File: src/rtl/fifo_wr_arbiter.sv
// fifo_wr_arbiter: round-robin write-side arbiter that lets N_REQ valid/ready
// requesters share the shift_in/in write port of one register-based FIFO.
// A grant lasts up to MAX_BURST beats, ends early when the owner stops offering
// beats, and simply stalls (without releasing) while the FIFO is full.
module fifo_wr_arbiter #(
    parameter int WIDTH     = 4,
    parameter int N_REQ     = 4,
    parameter int MAX_BURST = 4,
    parameter int ID_W      = $clog2(N_REQ)
) (
    input  logic                   clk,
    input  logic                   res,
    input  logic [N_REQ-1:0]       req_valid,
    input  logic [N_REQ*WIDTH-1:0] req_data,
    output logic [N_REQ-1:0]       req_ready,
    input  logic                   fifo_full,
    output logic                   fifo_shift_in,
    output logic [WIDTH-1:0]       fifo_in,
    output logic [ID_W-1:0]        grant_id,
    output logic                   busy
);

    typedef enum logic {
        ST_IDLE  = 1'b0,
        ST_GRANT = 1'b1
    } state_t;

    state_t          r_state;
    logic [ID_W-1:0] r_owner;
    logic [ID_W-1:0] r_rr_ptr;
    logic [3:0]      r_beat_cnt;

    logic            w_found;
    logic [ID_W-1:0] w_sel;
    logic [ID_W-1:0] w_idx;
    logic            w_owner_valid;
    logic [WIDTH-1:0] w_owner_data;
    logic            w_open;
    logic            w_xfer;
    logic            w_last_beat;
    logic            w_release;
    logic [ID_W-1:0] w_next_rr;

    // Round-robin search: first valid requester starting at rr_ptr, wrapping at N_REQ-1.
    always_comb begin
        w_found = 1'b0;
        w_sel   = '0;
        w_idx   = r_rr_ptr;
        for (int k = 0; k < N_REQ; k++) begin
            if (!w_found && req_valid[w_idx]) begin
                w_found = 1'b1;
                w_sel   = w_idx;
            end
            w_idx = (w_idx == ID_W'(N_REQ - 1)) ? '0 : w_idx + 1'b1;
        end
    end

    // Select the owner's data slice and valid bit.
    always_comb begin
        w_owner_data  = '0;
        w_owner_valid = 1'b0;
        for (int i = 0; i < N_REQ; i++) begin
            if (r_owner == ID_W'(i)) begin
                w_owner_data  = req_data[i*WIDTH +: WIDTH];
                w_owner_valid = req_valid[i];
            end
        end
    end

    // The write port is open only in GRANT, out of reset, with room in the FIFO.
    assign w_open      = (r_state == ST_GRANT) && !res && !fifo_full;
    assign w_xfer      = w_open && w_owner_valid;
    assign w_last_beat = (r_beat_cnt == 4'(MAX_BURST - 1));
    // An absent beat releases even while the FIFO is full; a full FIFO alone never does.
    assign w_release   = (w_xfer && w_last_beat) || !w_owner_valid;
    assign w_next_rr   = (r_owner == ID_W'(N_REQ - 1)) ? '0 : r_owner + 1'b1;

    // Ready goes only to the owner, so at most one bit is ever set.
    always_comb begin
        req_ready = '0;
        for (int i = 0; i < N_REQ; i++) begin
            req_ready[i] = w_open && (r_owner == ID_W'(i));
        end
    end

    assign fifo_shift_in = w_xfer;
    assign fifo_in       = w_owner_data;
    assign grant_id      = r_owner;
    assign busy          = (r_state == ST_GRANT);

    // Grant FSM: arbitrate in IDLE, count beats and decide release in GRANT.
    always_ff @(posedge clk) begin
        if (res) begin
            r_state    <= ST_IDLE;
            r_owner    <= '0;
            r_rr_ptr   <= '0;
            r_beat_cnt <= '0;
        end else begin
            case (r_state)
                ST_IDLE: begin
                    if (w_found) begin
                        r_state    <= ST_GRANT;
                        r_owner    <= w_sel;
                        r_beat_cnt <= '0;
                    end
                end
                ST_GRANT: begin
                    if (w_release) begin
                        r_state    <= ST_IDLE;
                        r_rr_ptr   <= w_next_rr;
                        r_beat_cnt <= '0;
                    end else if (w_xfer) begin
                        r_beat_cnt <= r_beat_cnt + 4'd1;
                    end
                end
                default: begin
                    r_state <= ST_IDLE;
                end
            endcase
        end
    end

endmodule

File: config.mk
export PLATFORM = sky130hd
export DESIGN_NAME = fifo_wr_arbiter
export DESIGN_NICKNAME = d
export VERILOG_FILES = /design/src/rtl/fifo_wr_arbiter.sv
export SDC_FILE = /design/constraint.sdc
export NUM_CORES = 1
export LEC_CHECK = 0
export CORE_MARGIN = 3
export CORE_UTILIZATION = 45
export CTS_CLUSTER_DIAMETER = 80
export CTS_CLUSTER_SIZE = 40
export DETAILED_ROUTE_END_ITERATION = 12
export PLACE_DENSITY = 0.91
export REMOVE_ABC_BUFFERS = 1
export SYNTH_ARGS = -nofsm -noshare
export SYNTH_HDL_FRONTEND = slang
export SYNTH_SLANG_ARGS = --single-unit
File: constraint.sdc
create_clock -name clk -period 2.6 [get_ports clk]
set_clock_uncertainty 0.15 [all_clocks]
set_input_delay 0.52 -clock clk [delete_from_list [all_inputs] [get_ports clk]]
set_output_delay 0.52 -clock clk [all_outputs]
set_load 0.01 [all_outputs]
# Word-level counts from Yosys, hierarchy flattened
# Cells that the tools add are included.
[op_classes] eq_ne=9 bitwise=1 n_mux=35 order_cmp=4 n_reduce_logical=22 addsub=5
[op_table] op="$mux 4" count=7
[op_table] op="$mux 2" count=8
[op_table] op="$mux 1" count=14
[op_table] op="$lt 2x3->1 const B" count=4
[op_table] op="$logic_and 1x1->1" count=11
[op_table] op="$eq 2x2->1 const B" count=5
[op_table] op="$add 2x1->2 const B" count=4
[op_table] op="$bmux 1 s2" count=4
[op_table] op="$pmux 4 s2" count=1
[op_table] op="$logic_not 1->1" count=6
[op_table] op="$reduce_and 2->1" count=3
[op_table] op="$add 4x1->4 const B" count=1
[op_table] op="$eq 4x2->1 const B" count=1
[op_table] op="$ne 3x1->1 const B" count=1
[op_table] op="$eq 2x1->1 const B" count=1
[op_table] op="$logic_not 2->1" count=1
[op_table] op="$ne 2x2->1 const B" count=1
[op_table] op="$pmux 1 s2" count=1
[op_table] op="$logic_or 1x1->1" count=1
[op_table] op="$not 1->1" count=1
[totals] ff_bits=9 in_bits=23

# Longest topological paths before layout
[logic_depth] ltp_word=14 depth_mapped=8

# Worst setup path before layout
# No wires, ideal clock.
[synth_path] kind="flip-flop to output port" startpoint="register r_owner[0] (netlist: grant_id[0])" endpoint="output port fifo_shift_in" t_arrival_ps=1596 setup_slack_ps=334 path_stages_with_launch=6 n_path_buf=1 required_ps=1930 path_cell_list="dfxtp_1 > inv_1 > ha_1 > clkbuf_1 > a221o_2 > a21oi_1"
[synth_between] elab_chain_len=6 word_cells_on_any_way=9 cone_classes="eq/ne (3); mux (4); reduce/logical (2)"
[synth_lines] item="start: declaration" line="29" source="logic [ID_W-1:0] r_owner;"
[synth_lines] item="start signal: assignment" line="103" source="r_owner <= w_sel;"
[synth_lines] item="$logic_not 2->1" line="63" source="if (r_owner == ID_W'(i)) begin"
[synth_lines] item="$mux 1 (3 in series)" line="63"
[synth_lines] item="$mux 1 *" line="63"
[synth_lines] item="$logic_and 1x1->1 *" line="72" source="assign w_xfer = w_open && w_owner_valid;"
[synth_lines] item="end: declaration" line="17" source="output logic fifo_shift_in,"
# Mark *: on every way between the ends. The rest lies on a longest branch, timed or not.

# Worst setup path after layout
[layout_path] startpoint="input port req_valid[0]" endpoint="output port fifo_shift_in"
[layout_between] elab_chain_len=5
[layout_lines] item="start: declaration" line="13" source="input logic [N_REQ-1:0] req_valid,"
[layout_lines] item="$mux 1 (4 in series)" line="63"
[layout_lines] item="$logic_and 1x1->1" line="72"
# No other way between the ends.

==> metrics.csv <==
stage;metric;value;unit
sta;WHS;0.3581;ns
cells_and_area;Ant. Diodes;0;
pwr;maximum VDD drop;0.0007528;V
sta;max-slew violations;0;
routing;met3 routed wirelength;389;um
setup_path;FF-to-FF path depth;5;
sta;Rel. slew slack;67.95;%
setup_path;R2R setup slack;0.27;ns
sta;RSZ-0062 raised after global routing;false;
setup_path;CP max FO;3;
floorplan;# IOs;35;
cells_and_area;Area growth, synth to finish;46.12;%
floorplan;DIE HEIGHT;54.62;um
cts;Clock transition at path regs;0.05;ns
synthesis;Yosys reg bits;9;
routing;Wirelength per Cell;15.01;um
floorplan;Starting Density;50.60;%
cts;Max Root-Sink Buffers;2;
cts;CTS root buf;clkbuf_4;
global_routing;vias in the first global route;1279;
routing;via count;1344;
synthesis;Syn Area/Cell;7.235;um^2
routing;Final ANT Viol Nets;0;
synthesis;YS warnings;0;
cts;CTS tree;built;
synthesis;synth unique cells;40;
min_path;Hold EP;r_beat_cnt[1];
cts;cts bufs inserted;3;
synthesis;leading post-synthesis cells by cell area;dfxtp_1 17%, a21oi_1 7.1%, ha_1 7.1%, o21ai_0 6.6%, nand2_1 6.0%;
routing;# DRC;0;
setup_path;crit start category;primary input;
pwr;Pleak;0.0006283;uW
cts;CTS sink count;9;
place;Post-Place Setup Slack;-0.3089;ns
synthesis;Post-synth top cells;17 x nand2_1, 15 x a21oi_1, 14 x o21ai_0, 9 x dfxtp_1, 7 x clkbuf_1;
routing;DRT Wirelength;3333;um
setup_path;Worst R2R Start;r_rr_ptr[0];
sta;endpoints failing setup;0;
cells_and_area;final-stage net count;225;
floorplan;Die Span X;54.62;um
setup_path;worst path required time;1.93;ns
sta;crit share post-route;95.76;%
place;RePlAce Congestion;0.8430;
place;port bufs;34;
sta;Worst-Margin Slew;0.4775;ns
routing;DRT met1 WL;1339;um
synthesis;most common flop cell mapped by yosys;dfxtp_1;
synthesis;register area share after synthesis;16.94;%
global_routing;first-pass GRT wire length;5416;um
global_routing;initial antenna violation count;0;
place;DP Wirelength;2579;um
global_routing;grt ovf;0;
floorplan;num rows;16;
global_routing;largest net degree at the start of global routing;21;
synthesis;Post-Synthesis Cells;147;
setup_path;FF-to-FF End;r_beat_cnt[0];
routing;Starting DRT DRC Count;45;
cts;H-tree Lvls;1;
routing;wire length on met2;1583;um
floorplan;CORE AREA;0.002102;mm^2
routing;top layer reached by signal wires;met4;
routing;First-pass DRT Iterations;4;
setup_path;Critical Path AT;1.82;ns
synthesis;number of flops mapped to enable cells by yosys;0;
min_path;HP Class;reg -> reg;
cts;post-CTS setup buffer count;0;
sta;fin crit period;2.490;ns
setup_path;worst setup path class;in -> out;
cells_and_area;Fillers;171;
synthesis;fraction of registers with async set/reset;0;%
synthesis;top-count cell post-synth;nand2_1;
routing;vias per cell;6.054;
floorplan;DIE AREA;0.002983;mm^2
outcome;status;finished clean;
min_path;hold wc startpoint;r_beat_cnt[1];
sta;Hold Vio Cnt, Final;0;
pwr;PwrDens;836.9;mW/mm^2
cts;worst skew pair latency;0.26;ns
global_routing;total track usage;24.41;%
synthesis;cell taking the most area after synthesis;dfxtp_1;
cells_and_area;share of cells above drive strength 1;18.97;%
run;maxcap violations;0;
setup_path;Setup crit end kind;primary output;
synthesis;top cell type's share of synthesized area;16.94;%
min_path;hold path depth;2;
sta;Final WS setup;0.1103;ns
sta;Peak Freq;401.7;MHz
synthesis;synthesized cell area;0.001064;mm^2
## state kept, by name, indices dropped and copies added, names as in the netlist
signal	cells
grant_id	2
r_rr_ptr	2
r_beat_cnt	4
busy	1
## layout make-up
type / instances / area (um^2) / area share, %
tap: 27 / 33.78 / 2.174
sequential: 9 / 180.2 / 11.59
multi-input combinational: 121 / 823.3 / 52.98
inverter: 6 / 22.52 / 1.449
clock buffer: 4 / 26.28 / 1.691
timing repair buffer: 55 / 467.9 / 30.11
## layer usage
layer,vias to the layer above,global-route usage [%]
li1,642,-
met1,618,28.22
met2,78,42.32
met3,6,7.902
met4,0,7.054
met5,-,0
## layout by cell type, fill, tap and decap left out, drive strengths merged, types with 5 or more instances in the layout
cell | Yosys | routed
inv | 6 | 6
nor2b | 5 | 5
a211oi | 5 | 5
nand3b | 6 | 6
a21oi | 15 | 15
nor3 | 5 | 5
clkbuf | 7 | 9
nand2 | 17 | 17
buf | 4 | 21
dfxtp | 9 | 9
ha | 6 | 6
clkdlybuf4s50 | 0 | 25
o21ai | 15 | 15
## through the flow
step           util [%]  cell area (um^2)  power, uW  instances  TNS, ns
2_1_floorplan         -              1017      790.8        136        0
3_3_place_gp      73.69              1549       1173        218  -0.7417
3_5_place_dp      73.69              1549       1219        218   -1.006
4_1_cts           74.64              1569       1298        222        0
5_1_grt           73.93              1554       1421        222        0
6_report          73.93              1554       1301        222        0
## worst max-delay path by stage
| stage | from | to | slack, ns | cells after the start |
|---|---|---|---|---|
| after floorplan | r_rr_ptr[0] | r_beat_cnt[0] | 0.10 | 5 |
| after global placement | req_valid[1] | fifo_shift_in | -0.26 | 5 |
| after detailed placement | req_valid[0] | fifo_shift_in | -0.31 | 5 |
| after CTS | req_valid[0] | fifo_shift_in | 0.04 | 5 |
| after global routing | grant_id[1] | fifo_in[3] | 0.01 | 8 |
| final | req_valid[0] | fifo_shift_in | 0.11 | 5 |
## critical path: stages
cell and delay [ns]:
clkdlybuf4s50_1 0.48, nand3b_1 0.09, a221o_2 0.39, a21oi_2 0.18, clkbuf_2 0.16
## timing repair
| item | 4_1_cts | 5_1_grt |
|---|---|---|
| gates resized for setup | 11 | 12 |
| hold buffers | 0 | 0 |
| setup endpoints to repair | 9 | 9 |
## kinds of logic after synthesis
group                    Yosys count  share of synthesized area (%)
flip-flops                         9                          16.94
adder cells (fa/ha/maj)            6                          7.059
AND/OR/NAND/NOR                   57                          30.94
AO/OA/AOI/OAI                     51                          29.77
multiplexers                       6                          8.000
buffers and inverters             17                          6.471
XOR/XNOR                           1                         0.8237
## where the power goes
group          total, uW  leakage (uW)  internal [uW]  switching, uW
sequential           201     0.0000735            169           32.3
clock                108     0.0000150           59.1           48.8
combinational        992      0.000540            463            528
(Power assumes the default switching activity.)
==> variant 1, RTL diff (same flow settings) <==
Set the parameter `WIDTH` to 5 (it was 4).
--- a/src/rtl/fifo_wr_arbiter.sv
+++ b/src/rtl/fifo_wr_arbiter.sv
@@ -4,5 +4,5 @@
 // beats, and simply stalls (without releasing) while the FIFO is full.
 module fifo_wr_arbiter #(
-    parameter int WIDTH     = 4,
+    parameter int WIDTH     = 5,
     parameter int N_REQ     = 4,
     parameter int MAX_BURST = 4,
Ports: changed (resized fifo_in and req_data); port bits go from 35 to 40. The function was not compared with the original's and may differ.
==> variant 1 against the unedited design <==
  * Utilization down 1.2 points
  * Sequential share of layout area down 0.91 points
  * Clock power up 11%
  * Area after synthesis up 8.0%
  * Power up 29%
  * Wire length up 17%
  * Setup slack better by 0.0088 ns
  * Non-clock buffer count up 7
  * Cell area up 8.5%
  * Sequential cell count unchanged
  * Largest cell class unchanged
  * Largest power group unchanged
==> variant 1: results (changes against the unedited design) <==
- Status: finished clean
- CP Max Fanout: 10 (+7)
- First-pass GRT wire length: 6130 um (+13%)
- Synth cell types: 53 (+33%)
- Root Buffer: clkbuf_4
- Pre-CTS setup slack: -0.254 ns (+0.0551 ns)
- Lkg Pwr: 0.669 nW (+6.5%)
- Initial antenna violation count: 0 (unchanged)
- Sequential cell area fraction in the yosys report: 15.7% (-1.3 points)
- GRT Total Usage: 24.0% (-0.36 points)
- Initial DRC count: 88 (+96%)
- DP Wirelength: 3010 um (+17%)
- Max rail drop VDD: 0.746 mV (-0.91%)
- Crit. Startpoint: res
- DRT antenna net count: 0 (unchanged)
- Worst-skew pair later-pin latency: 0.28 ns (+0.02 ns)
- Synth top cells by count: a21oi_1 (16), nand2_1 (15), dfxtp_1 (9), o21ai_0 (9)
- Worst rel slew slack: 74.5% (+6.5 points)
- DRT Pass-1 Iters: 4 (unchanged)
- Filler cells: 174 (+1.8%)
- DP Area: 1690 um2 (+9.0%)
- Reg-to-reg startpoint: r_rr_ptr[0]
- Clock Tree Buf Depth: 2 (unchanged)
- Routed WL: 3880 um (+17%)
- Largest net degree at the start of global routing: 16 (-24%)
- Vias in the first global route: 1408 (+10%)
- CTS H-tree depth: 1 (unchanged)
- Mean Syn Cell Area: 7.61 um2 (+5.1%)
- Cells after DPL: 231 (+6.0%)
- Non-Filler Instances: 235 (+5.9%)
- Max Fclk: 403 MHz (+0.35%)
- Synth area leaders: dfxtp_1 (16%), a21oi_1 (7.0%), ha_1 (6.5%)
- Routability cong.: 0.915 (+8.6%)
- N_diodes: 0 (unchanged)
- CTS clock-pin slew for the worst setup and hold paths: 0.07 ns (+0.02 ns)
- Max reg flops: 4 (unchanged)
- Cts bufs inserted: 3 (unchanged)
- Ys flop type: dfxtp_1
- Vias: 1453 (+8.1%)
- Port Buf Inserts: 39 (+15%)
- Share of layout cells above drive strength 1: 24.2% (+5.2 points)
[variant 1: final timing paths]
path	end	slack [ns]	cells past startpoint
max	req_ready[0]	0.12	5
min	r_beat_cnt[1]	0.34	2
max reg2reg	grant_id[0]	0.35	6
min reg2reg	r_beat_cnt[1]	0.34	2
[variant 1: repair_timing]
action                     CTS  global route
pin swaps                    1             0
hold buffers                 0             0
setup endpoints to repair   10             6
gates cloned                 0             0
gates resized for setup     11            15
[variant 1: kinds of logic after synthesis]
family          share of synthesized area, %
buf+inv                                 6.97
flops                                   15.7
simple gates                            29.8
compound gates                          36.5
mux                                     3.70
fa+ha+maj                               6.54
xor+xnor                               0.763
[variant 1: area by class of cell]
type                    count  area, um2  share of cell area (%)
repair buffers             62        528                    31.3
inverters                   6       22.5                    1.34
multi-input cells         126        895                    53.0
flip-flops and latches      9        180                    10.7
clock buffers               4       26.3                    1.56
well taps                  28       35.0                    2.08
[variant 1: report_power, final]
part	internal, W	leakage (nW)	switching [W]
Combinational	0.000632	0.581	0.000730
Clock	0.0000596	0.0150	0.0000606
Sequential	0.000172	0.0734	0.0000202
Total	0.000864	0.669	0.000811
[variant 1: metal layers]
layer	up-vias	global-route usage [%]	share of wire (%)
met5	-	0	0
li1	683	-	-
met1	672	28.0	38
met4	0	12.9	2.8
met3	15	5.29	8.1
met2	83	40.4	51
[variant 1: per-stage QoR]
| step | hold slack, ns | setup TNS, ns |
|---|---|---|
| 3_3_place_gp | 0.321 | -0.717 |
| 3_5_place_dp | 0.336 | -1.15 |
| 5_1_grt | 0.386 | 0 |
| 6_report | 0.344 | 0 |
| 4_1_cts | 0.346 | 0 |
| 2_1_floorplan | 0.304 | 0 |
[variant 1: worst max-delay path, cell delays in order]
cell             delay (ns)
clkdlybuf4s50_1        0.42
buf_4                  0.19
nor3b_4                0.24
and2_2                 0.18
dlygate4sd2_1          0.27
==> variant 2, RTL diff (same settings) <==
Without the edit above. Compare `r_beat_cnt` against `4'(MAX_BURST - 1)` with >= in place of ==.
--- a/src/rtl/fifo_wr_arbiter.sv
+++ b/src/rtl/fifo_wr_arbiter.sv
@@ -71,5 +71,5 @@
     assign w_open      = (r_state == ST_GRANT) && !res && !fifo_full;
     assign w_xfer      = w_open && w_owner_valid;
-    assign w_last_beat = (r_beat_cnt == 4'(MAX_BURST - 1));
+    assign w_last_beat = (r_beat_cnt >= 4'(MAX_BURST - 1));
     // An absent beat releases even while the FIFO is full; a full FIFO alone never does.
     assign w_release   = (w_xfer && w_last_beat) || !w_owner_valid;
Function: same outputs for any inputs over 10 cycles, from zero or initial values; that may be too few to reach the edited logic, so the function may still have changed.
==> variant 2 against the unedited design <==
  * Die area shrank 9.8%
  * Sequential cell count did not move
  * Combinational power decreased by 21%
  * Synthesized cell count fell by 23%
  * First-iteration DRC count decreased by 18%
  * Wire length is 11% lower
  * Area after synthesis is 11% lower
  * Cell area shrank 6.4%
  * Setup slack worse by 0.038 ns
  * Power down 18%
  * Critical endpoint is now req_ready[1]
==> variant 2: results (changes against the unedited design) <==
- Root Buffer: clkbuf_4
- Routability cong.: 0.858 (+1.8%)
- Clock Tree Buf Depth: 2 (unchanged)
- Max rail drop VDD: 0.551 mV (-27%)
- Filler cells: 126 (-26%)
- Ys flop type: dfxtp_1
- Vias: 1080 (-20%)
- Switching share of power: 42.3% (-4.5 points)
- Max reg flops: 4 (unchanged)
- DP Wirelength: 2170 um (-16%)
- Non-Filler Instances: 191 (-14%)
- Synth area leaders: dfxtp_1 (19%), ha_1 (7.9%), a21oi_1 (6.3%)
- DRT Pass-1 Iters: 4 (unchanged)
- Worst rel slew slack: 66.8% (-1.2 points)
- Port Buf Inserts: 34 (unchanged)
- Sequential cell area fraction in the yosys report: 19.0% (+2.1 points)
- Worst path slowest cell: clkdlybuf4s50_1
- # nets final: 196 (-13%)
- Largest net degree at the start of global routing: 11 (-48%)
- Yosys Warn Count: 0 (unchanged)
- GRT Total Usage: 23.2% (-1.3 points)
- CTS H-tree depth: 1 (unchanged)
- Mean Syn Cell Area: 8.38 um2 (+16%)
- Initial DRC count: 37 (-18%)
- Hold buffers post-CTS: 0 (unchanged)
- Routed WL: 2970 um (-11%)
- CP Max Fanout: 5 (+2)
- Largest register by flop count: r_beat_cnt
- Max incr delay on CP: between 0.4 and 0.5 ns
- Ys async rst share: 0% (unchanged)
- Worst min-delay path class: flip-flop to flip-flop
- CP arrival: 1.86 ns (+0.04 ns)
- N_diodes: 0 (unchanged)
- Status: finished clean
- First-pass GRT wire length: 4680 um (-14%)
- Initial antenna violation count: 0 (unchanged)
- Cell count of the worst hold path: 2 (unchanged)
- Worst hold start: r_beat_cnt[3]
- Cts bufs inserted: 3 (unchanged)
- Reg-to-reg startpoint: grant_id[1]
- Synth top cells by count: a21oi_1 (12), dfxtp_1 (9), nand2_1 (7)
- CTS clock-pin slew for the worst setup and hold paths: approximately 0.06 ns
- Vias in the first global route: 1043 (-18%)
- Cells after DPL: 184 (-16%)
- Share of layout cells above drive strength 1: 26.5% (+7.5 points)
- Worst Reg-to-Reg Cells: 8 (+3)
- Lkg Pwr: 0.643 nW (+2.3%)
- Worst-skew pair later-pin latency: 0.27 ns
- Crit. Startpoint: res
- Synth cell types: 44 (+10%)
==> variant 2: changes by cell type after synthesis, sizes merged, moves of 3 or more <==
cell,before,now
nand2,17,7
o21ai,15,7
a211oi,5,1
nand2b,1,5
nor2b,5,1
nor3,5,1
a21oi,15,12
and2b,0,3
and3b,4,1
clkbuf,7,4
mux2,0,3
nor2,3,6
==> variant 2: critical path, delay by kind of cell <==
family                 cells  cell delay, ns
buffers and inverters      4            0.98
and+or+nand+nor            2            0.35
==> variant 2: metal layers <==
metal,track usage (%),routed length (um),part of all wire (%),vias to the layer above
met3,7.16,254,8.6,6
li1,-,-,-,525
met5,0,0,0,-
met2,40.8,1460,49,61
met1,25.7,1210,41,488
met4,8.73,46,1.6,0
==> variant 2: power groups by stage <==
stage / Combinational (W) / Sequential [W] / Clock (W)
floorplan: 0.000405 / 0.000204 / 0
CTS: 0.000764 / 0.000180 / 0.000111
global route: 0.000847 / 0.000183 / 0.000123
finish: 0.000781 / 0.000180 / 0.000110
global placement: 0.000733 / 0.000180 / 0
detailed placement: 0.000769 / 0.000183 / 0
==> variant 2: what timing repair did <==
item                                    in CTS  in global routing
buffers inserted                             1                  2
gates resized for setup                     13                 12
pin swaps                                    3                  3
endpoints found under the setup margin       9                  6
==> variant 2: cells by family (layout without fill, tap and decap cells) <==
family,count (synthesis),in the layout,synth area share [%]
AO/OA/AOI/OAI,35,35,25.2
buffers and inverters,11,64,7.00
flip-flops,9,9,19.0
multiplexers,9,9,11.2
AND/OR/NAND/NOR,42,42,28.5
adder cells (fa/ha/maj),7,7,8.98
==> variant 2: final cells by class <==
type                    instances  share of cell area (%)
multi-input cells              93                    49.4
well taps                      25                    2.15
repair buffers                 55                    32.9
flip-flops and latches          9                    12.5
inverters                       5                    1.29
clock buffers                   4                    1.81
==> variant 2: path summary, 6_finish.rpt <==
kind / endpoint / slack (ns)
min: r_beat_cnt[3] / 0.32
min reg2reg: r_beat_cnt[3] / 0.32
max: req_ready[1] / 0.07
max reg2reg: r_rr_ptr[0] / 0.40
==> variant 2: through the flow <==
step	hold slack, ns	setup TNS (ns)	instance area (um2)	setup slack, ns
4_1_cts	0.321	0	1450	0.00128
3_3_place_gp	0.290	-0.547	1410	-0.364
6_report	0.323	0	1450	0.0724
3_5_place_dp	0.299	-0.776	1410	-0.403
2_1_floorplan	0.276	0	900	0.265
5_1_grt	0.350	0	1450	0.00585
